===== config.mk =====
export PLATFORM = sky130hd
export DESIGN_NAME = uart_rx_fifo
export DESIGN_NICKNAME = d
export VERILOG_FILES = /design/src/rtl/uart_pkg.sv /design/src/rtl/sync_rise.sv /design/src/rtl/uart_rx_fifo.sv
export SDC_FILE = /design/constraint.sdc
export NUM_CORES = 1
export LEC_CHECK = 0
export ABC_AREA = 1
export CAP_MARGIN = 10
export CORE_MARGIN = 1
export CORE_UTILIZATION = 65
export CTS_BUF_LIST = sky130_fd_sc_hd__clkbuf_8
export CTS_CLUSTER_DIAMETER = 50
export DETAILED_ROUTE_END_ITERATION = 12
export DONT_BUFFER_PORTS = 1
export PLACE_DENSITY = 0.81
export SLEW_MARGIN = 20
export SYNTH_ARGS = -nofsm -noshare
export SYNTH_HDL_FRONTEND = slang
export SYNTH_SLANG_ARGS = --single-unit

===== constraint.sdc =====
create_clock -name clk -period 3 [get_ports clk]
set_clock_uncertainty 0.05 [all_clocks]
set_input_delay 0.9 -clock clk [delete_from_list [all_inputs] [get_ports clk]]
set_output_delay 0.9 -clock clk [all_outputs]
set_load 0.05 [all_outputs]

===== src/rtl/uart_pkg.sv =====
// ============================================================================
//  Module   : uart_pkg
//  Brief    : Shared constants and the receive-FIFO entry layout for the UART.
//  Revision : 1.0
// ============================================================================
`default_nettype none

package uart_pkg;

    localparam int WIDTH_DEFAULT = 8;
    localparam int DEPTH_DEFAULT = 16;

    // Entry layout is {serr, perr, data}; flags sit directly above the data byte.
    localparam int PERR_BIT = WIDTH_DEFAULT;
    localparam int SERR_BIT = WIDTH_DEFAULT + 1;

    typedef struct packed {
        logic                     serr;
        logic                     perr;
        logic [WIDTH_DEFAULT-1:0] data;
    } rx_entry_t;

    function automatic int perr_bit(input int width);
        return width;
    endfunction

    function automatic int serr_bit(input int width);
        return width + 1;
    endfunction

endpackage

`default_nettype wire


===== src/rtl/sync_rise.sv =====
// ============================================================================
//  Module   : sync_rise
//  Brief    : Two-flop synchronizer followed by a registered rising-edge pulse.
//  Revision : 1.0
// ============================================================================
`default_nettype none

module sync_rise #(
    parameter logic RST_VAL = 1'b1
) (
    input  logic clk,
    input  logic rst,
    input  logic din,
    output logic rise
);

    logic r_meta;
    logic r_sync;
    logic r_prev;
    logic r_rise;

    // Resetting the chain to RST_VAL means a level already high at reset
    // release never looks like a fresh edge.
    always_ff @(posedge clk or posedge rst) begin
        if (rst) begin
            r_meta <= RST_VAL;
            r_sync <= RST_VAL;
            r_prev <= RST_VAL;
            r_rise <= 1'b0;
        end else begin
            r_meta <= din;
            r_sync <= r_meta;
            r_prev <= r_sync;
            r_rise <= r_sync & ~r_prev;
        end
    end

    assign rise = r_rise;

endmodule

`default_nettype wire


===== src/rtl/uart_rx_fifo.sv =====
// ============================================================================
//  Module   : uart_rx_fifo
//  Brief    : Show-ahead receive FIFO capturing UART frames with sticky overrun.
//  Revision : 1.0
// ============================================================================
`default_nettype none

module uart_rx_fifo
    import uart_pkg::*;
#(
    parameter int WIDTH    = WIDTH_DEFAULT,
    parameter int DEPTH    = DEPTH_DEFAULT,
    parameter int DROP_ERR = 0
) (
    input  logic                     clk,
    input  logic                     rst,
    input  logic [WIDTH-1:0]         Rx_Data,
    input  logic                     valid_rx,
    input  logic                     parity_error,
    input  logic                     stop_error,
    output logic [WIDTH-1:0]         dout_data,
    output logic                     dout_perr,
    output logic                     dout_serr,
    output logic                     dout_valid,
    input  logic                     dout_ready,
    output logic [$clog2(DEPTH):0]   count,
    output logic                     full,
    output logic                     overrun,
    input  logic                     ovr_clr
);

    localparam int C_AW   = $clog2(DEPTH);
    localparam int C_CW   = C_AW + 1;
    localparam int C_PERR = perr_bit(WIDTH);
    localparam int C_SERR = serr_bit(WIDTH);

    logic [WIDTH+1:0] r_mem [DEPTH];
    logic [C_AW-1:0]  r_wr_ptr;
    logic [C_AW-1:0]  r_rd_ptr;
    logic [C_CW-1:0]  r_count;
    logic             r_overrun;

    logic             w_wr_pulse;
    logic             w_err;
    logic             w_wr_req;
    logic             w_empty;
    logic             w_full;
    logic             w_pop;
    logic             w_wr;
    logic             w_ovr_set;
    logic [WIDTH+1:0] w_head;

    sync_rise #(
        .RST_VAL (1'b1)
    ) u_sync_rise (
        .clk  (clk),
        .rst  (rst),
        .din  (valid_rx),
        .rise (w_wr_pulse)
    );

    assign w_err     = parity_error | stop_error;
    assign w_wr_req  = w_wr_pulse & ~((DROP_ERR != 0) & w_err);
    assign w_empty   = (r_count == '0);
    assign w_full    = (r_count == C_CW'(DEPTH));
    assign w_pop     = ~w_empty & dout_ready;
    // A pop in the same cycle frees the slot, so a full FIFO can still accept.
    assign w_wr      = w_wr_req & (~w_full | w_pop);
    assign w_ovr_set = w_wr_req & w_full & ~w_pop;

    always_ff @(posedge clk) begin
        if (w_wr) begin
            r_mem[r_wr_ptr] <= {stop_error, parity_error, Rx_Data};
        end
    end

    always_ff @(posedge clk or posedge rst) begin
        if (rst) begin
            r_wr_ptr  <= '0;
            r_rd_ptr  <= '0;
            r_count   <= '0;
            r_overrun <= 1'b0;
        end else begin
            if (w_wr) begin
                r_wr_ptr <= r_wr_ptr + 1'b1;
            end
            if (w_pop) begin
                r_rd_ptr <= r_rd_ptr + 1'b1;
            end
            case ({w_wr, w_pop})
                2'b10:   r_count <= r_count + 1'b1;
                2'b01:   r_count <= r_count - 1'b1;
                default: r_count <= r_count;
            endcase
            if (w_ovr_set) begin
                r_overrun <= 1'b1;
            end else if (ovr_clr) begin
                r_overrun <= 1'b0;
            end
        end
    end

    // Memory is not reset, so the head is masked to zero while empty.
    assign w_head     = r_mem[r_rd_ptr];
    assign dout_data  = w_empty ? '0   : w_head[WIDTH-1:0];
    assign dout_perr  = w_empty ? 1'b0 : w_head[C_PERR];
    assign dout_serr  = w_empty ? 1'b0 : w_head[C_SERR];
    assign dout_valid = ~w_empty;
    assign count      = r_count;
    assign full       = w_full;
    assign overrun    = r_overrun;

endmodule

`default_nettype wire


# Word level (Yosys, flattened, before mapping)
# Memory sizes are Yosys's and may differ from the RTL's.
# Cells that the tools add are included.
[word_totals] regBits=18 mem_bits_rw=160 wordCells=37 n_memories=1
[mem_list] name="r_mem" words=16 width=10 read_ports=1 rd_ports_with_merged_regs=0 write_ports=1 line_no="uart_rx_fifo.sv:37" rtl="logic [WIDTH+1:0] r_mem [DEPTH];"
[op_classes] n_addsub=4 eq_ne=3 n_mux=8 bitwise_logic=10 n_reduce_logical=3
[ops] operator="$pmux 5 s2" n=1
[ops] operator="$add 4x1->4 const B" n=2
[ops] operator="$mux 8" n=1
[ops] operator="$mux 1" n=6
[ops] operator="$add 5x1->5 const B" n=1
[ops] operator="$and 1x1->1" n=5
[ops] operator="$eq 5x5->1 const B" n=1
[ops] operator="$logic_not 5->1" n=1
[ops] operator="$sub 5x1->5 const B" n=1
[ops] operator="$not 1->1" n=4
[ops] operator="$reduce_bool 2->1" n=2
[ops] operator="$eq 2x1->1 const B" n=1
[ops] operator="$eq 2x2->1 const B" n=1
[ops] operator="$or 1x1->1" n=1

# Logic depth before layout (Yosys ltp)
[logic_depth] depth_word=7 ltp_mapped=15 mapped_depth_nobuf=15

# Cells and area by module
# From an unflattened synthesis, not the netlist that was laid out.
[unflattened] cells_unflattened=658 hier_area_um2=7552.2
[by_module_without_submodules] module="uart_rx_fifo" instances=1 cells_per_inst=651 area_per_inst_um2=7434.6 seq_area_each_um2=5154.9
[by_module_without_submodules] module="sync_rise" instances=1 cells_per_inst=7 area_per_inst_um2=117.6 seq_area_each_um2=103.8

# Worst setup path after synthesis
# No wires, ideal clock.
[synth_path] kind="register to output" startpoint="register r_count[0], in the netlist count[0]" endpoint="output port dout_serr" t_arrival_ns=1.951 t_required_ns=2.050 slack_ns=0.099 path_stages_with_launch=6 path_cell_list="dfrtp_1 nor2_1 nand2_2 nor2_2 buf_2 a21oi_1"
[synth_via] elab_chain_len=2
[synth_rtl] item="from (decl)" line_no="uart_rx_fifo.sv:40" rtl="logic [C_CW-1:0] r_count;"
[synth_rtl] item="from (signal assigned)" line_no="uart_rx_fifo.sv:91" rtl="2'b10: r_count <= r_count + 1'b1;"
[synth_rtl] item="from (signal assigned)" line_no="uart_rx_fifo.sv:92" rtl="2'b01: r_count <= r_count - 1'b1;"
[synth_rtl] item="from (signal assigned)" line_no="uart_rx_fifo.sv:93" rtl="default: r_count <= r_count;"
[synth_rtl] item="$logic_not 5->1" line_no="uart_rx_fifo.sv:64" rtl="assign w_empty = (r_count == '0);"
[synth_rtl] item="$mux 1" line_no="uart_rx_fifo.sv:107" rtl="assign dout_serr = w_empty ? 1'b0 : w_head[C_SERR];"
[synth_rtl] item="to (decl)" line_no="uart_rx_fifo.sv:23" rtl="output logic dout_serr,"
# Every way passes these cells.

# Worst setup path in the final report
[layout_path] startpoint="register r_rd_ptr[0]" endpoint="output port dout_data[3]"
[layout_via] elab_chain_len=2
[layout_rtl] item="from (decl)" line_no="uart_rx_fifo.sv:39" rtl="logic [C_AW-1:0] r_rd_ptr;"
[layout_rtl] item="from (signal assigned)" line_no="uart_rx_fifo.sv:88" rtl="r_rd_ptr <= r_rd_ptr + 1'b1;"
[layout_rtl] item="$mem_v2 16x10"
[layout_rtl] item="$mux 8" line_no="uart_rx_fifo.sv:105" rtl="assign dout_data = w_empty ? '0 : w_head[WIDTH-1:0];"
[layout_rtl] item="to (decl)" line_no="uart_rx_fifo.sv:21" rtl="output logic [WIDTH-1:0] dout_data,"
# Every way passes these cells.

==> metrics.csv <==
stage,metric,value,unit
cells_and_area,post-layout util,81.2,%
synth,Mapped Avg Cell Area,11.5,sq um
pwr,Switch Pwr,0.00443,W
critical_path,critical path class,register to output pin,
synth,leading area contributor after synthesis,edfxtp_1,
cells_and_area,number of nets in the finished design,738,
critical_path,crit-path max FO,7,
synth,Yosys cell types,27,
grt,global-route wire length before repair,27.8,mm
outcome,status,"complete, but fails checks",
pwr,worst vdd ir,1.39,mV
pwr,pwr dens,1110,nW/um^2
synth,top-area cell type share of the netlist area,63.5,%
routing,TritonRoute pass-1 iters,7,
clock_network,H-tree depth,4,
worst_hold_path,HP Class,register to register,
synth,Synth Net Count,681,
clock_network,clk buf depth,2,
sta,worst setup margin,-0.198,ns
synth,post-synthesis xor/xnor area fraction,0.926,%
synth,Post-synth top flop,edfxtp_1,
cells_and_area,Fill cells,505,
routing,drt wl/cell,25.1,um
routing,WL final,21.9,mm
pwr,P_leak,3.57,nW
cells_and_area,n_diodes,0,
synth,Syn Std Cell Area,7560,sq um
synth,Simple-Gate Fraction of Synth Area,21.9,%
floorplan,Starting Density,66.5,%
pwr,P_int,0.00585,W
synth,largest family of logic cells by synthesized area,simple AND/OR/NAND/NOR gates,
placement,dpl cells,814,
critical_path,Worst setup EP type,output pin,
synth,Synth area leaders,"edfxtp_1 64%, nand2_1 11%, nand3_1 8.7%",
critical_path,Critical-path top delay cell,dfrtp_4,
clock_network,Clock Tree Root,clkbuf_8,
floorplan,row cnt,39,
floorplan,Die Ht,110,um
outcome,failing checks,negative setup slack,
cells_and_area,layout cell share with drive strength beyond 1,29.3,%
synth,Synth Area in Compound Gates,1.84,%
routing,vias post-DR,5746,
synth,YS warnings,0,
clock_network,TritonCTS Sinks,178,
placement,buffers added on ports,0,
routing,post-route ant nets,0,
floorplan,Die Area,12100,sq um
cells_and_area,area grow syn2layout,22.1,%
sta,period utilization,107,%
critical_path,Worst Path Buf+Inv,4,
flow_run,# Max-Cap Violations,0,
routing,Vias/cell,6.60,
floorplan,Die X,110,um
placement,HPWL Detailed,11.0,mm
clock_network,hold_buf cts,0,
pwr,register share of total power,29.7,%
cells_and_area,fin cells,870,
clock_network,CTS Buf Count,17,
floorplan,IO Pins,33,
clock_network,TritonCTS clock tree,done,
sta,Setup-failing EPs final,10,
synth,asr flop ratio synth,10.1,%
synth,Synth Register Bits,178,
grt,largest net degree at the start of global routing,27,
routing,Residual DRC,0,
grt,vias in the first global route,5105,
pwr,Clk pwr share,15.9,%
sta,f_max,0.313,GHz
grt,GR Overflow Total,0,
critical_path,Arrival @ worst endpoint,2.25,ns
critical_path,crit-path cells,buf_12 > inv_12 > clkbuf_16 > nand2_4 > nand3_2 > nand3_2 > nand2_2 > nand2_2 > a21oi_4 > buf_12,
critical_path,CP top delay family,buffers and inverters,
synth,Post-synth EDFFs,160,
grt,initial antenna violation count,0,
pwr,total power,0.0103,W
synth,Gate Count Post-Synth,657,
critical_path,CP Launch Type,register,
critical_path,WP data required,2.05,ns
sta,"Slew Viols, Final",0,
synth,Synth Area in Adders,1.49,%
placement,gp weighted congestion,0.887,
pwr,Net Sw Frac,43.1,%
sta,RSZ-0062 raised after global routing,true,
sta,Rel. slew slack,50.6,%
synth,multiplexer share of the synthesized area,0,%
sta,setup TNS,-1.37,ns
floorplan,core footprint,11400,sq um
sta,Final Critical Period,3.20,ns
critical_path,Max stage delay on crit path,0.52,ns
pwr,logic gate share of total power,54.4,%
synth,register area share after synthesis,69.5,%
synth,most frequent cell after synthesis,nand2_1,
sta,Worst-Margin Slew,0.740,ns
sta,Final Hold Fails,0,
grt,GRT Total Usage,33.2,%
clock_network,Clock Latency Late Sink,0.46,ns
sta,worst hold margin,0.311,ns
routing,1st-iter DRT viols,977,
synth,Post-synth top cells,"227 x nand2_1, 160 x edfxtp_1, 132 x nand3_1, 19 x nor2_1, 17 x inv_1",
clock_network,Clock transition at path regs,0.09,ns
## final cells by class
cell class	count	area, sq um	area share [%]
repair inverters	4	50.0	0.542
clock buffers	24	330	3.58
flip-flops and latches	178	5260	57.0
well taps	143	179	1.94
clock inverters	8	73.8	0.799
multi-input cells	424	2350	25.4
repair buffers	67	892	9.66
inverters	22	100	1.08
## path summary, 6_finish.rpt
| check | slack [ns] | cells after the start | from | to |
|---|---|---|---|---|
| min in group asynchronous | 0.38 | 1 | rst | r_rd_ptr[3] |
| min reg2reg | 0.31 | 0 | u_sync_rise.r_meta | u_sync_rise.r_sync |
| min | 0.31 | 0 | u_sync_rise.r_meta | u_sync_rise.r_sync |
| max in group asynchronous | 1.97 | 1 | rst | r_rd_ptr[0] |
| max | -0.20 | 10 | r_rd_ptr[0] | dout_data[3] |
| max reg2reg | 0.36 | 14 | count[3] | count[4] |
## power by group through the flow
| stage | clock network, W | registers, W | logic, W |
|---|---|---|---|
| 2_1_floorplan | 0 | 0.00317 | 0.00260 |
| 3_3_place_gp | 0 | 0.00308 | 0.00395 |
| 3_5_place_dp | 0 | 0.00309 | 0.00408 |
| 4_1_cts | 0.00161 | 0.00305 | 0.00442 |
| 5_1_grt | 0.00170 | 0.00307 | 0.00581 |
| 6_report | 0.00164 | 0.00306 | 0.00560 |
## timing repair
action | in CTS | in global routing
pin swaps | 2 | 34
gates resized for setup | 16 | 99
cloned | 3 | 12
endpoints found under the setup margin | 10 | 10
setup buffers | 6 | 3
## layout by cell type (no fill, tap or decap), types with 2 or more instances in the layout
| master | synthesis | layout |
|---|---|---|
| xnor2_1 | 2 | 2 |
| clkbuf_16 | 0 | 7 |
| nand2_1 | 227 | 183 |
| nor2_1 | 19 | 19 |
| nand2_4 | 2 | 3 |
| buf_16 | 0 | 2 |
| dfstp_2 | 3 | 3 |
| xor2_1 | 6 | 6 |
| clkinvlp_4 | 0 | 2 |
| nand2_2 | 5 | 48 |
| dfrtp_1 | 15 | 13 |
| inv_4 | 1 | 3 |
| nand3_2 | 0 | 37 |
| clkinv_2 | 0 | 4 |
| a21oi_4 | 0 | 9 |
| clkbuf_8 | 0 | 24 |
| nand3_1 | 132 | 95 |
| buf_6 | 9 | 7 |
| clkinv_8 | 0 | 2 |
| ha_1 | 9 | 9 |
| o21ai_0 | 5 | 5 |
| buf_4 | 8 | 35 |
| o21ai_1 | 2 | 2 |
| buf_12 | 0 | 16 |
| edfxtp_1 | 160 | 160 |
| inv_1 | 17 | 17 |
| inv_2 | 3 | 2 |
## routing by layer
metal | vias to the layer above | part of all wire, % | GRT usage [%]
met5 | - | 0 | 0
met3 | 118 | 14 | 7.65
met1 | 2721 | 33 | 44.6
met4 | 0 | 5.3 | 14.0
met2 | 532 | 48 | 52.4
li1 | 2375 | - | -
## sequential cells by signal, summed over array words and instances (netlist names)
name,cells
u_sync_rise.r_prev,1
count,5
r_rd_ptr,4
u_sync_rise.r_meta,1
overrun,1
r_mem,160
u_sync_rise.rise,1
u_sync_rise.r_sync,1
r_wr_ptr,4
## through the flow
| step | setup slack, ns | instance area [sq um] |
|---|---|---|
| 4_1_cts | -0.0434 | 8610 |
| 6_report | -0.198 | 9240 |
| 2_1_floorplan | 0.0993 | 7560 |
| 3_5_place_dp | 0.346 | 8020 |
| 3_3_place_gp | 0.414 | 8020 |
| 5_1_grt | -0.220 | 9240 |
## logic make-up after synthesis
kind of cell	after synthesis
flip-flops	178
AO/OA/AOI/OAI	20
buffers and inverters	55
AND/OR/NAND/NOR	387
adder cells (fa/ha/maj)	9
XOR/XNOR	8
Note: power is estimated with default switching activity, not from simulation.
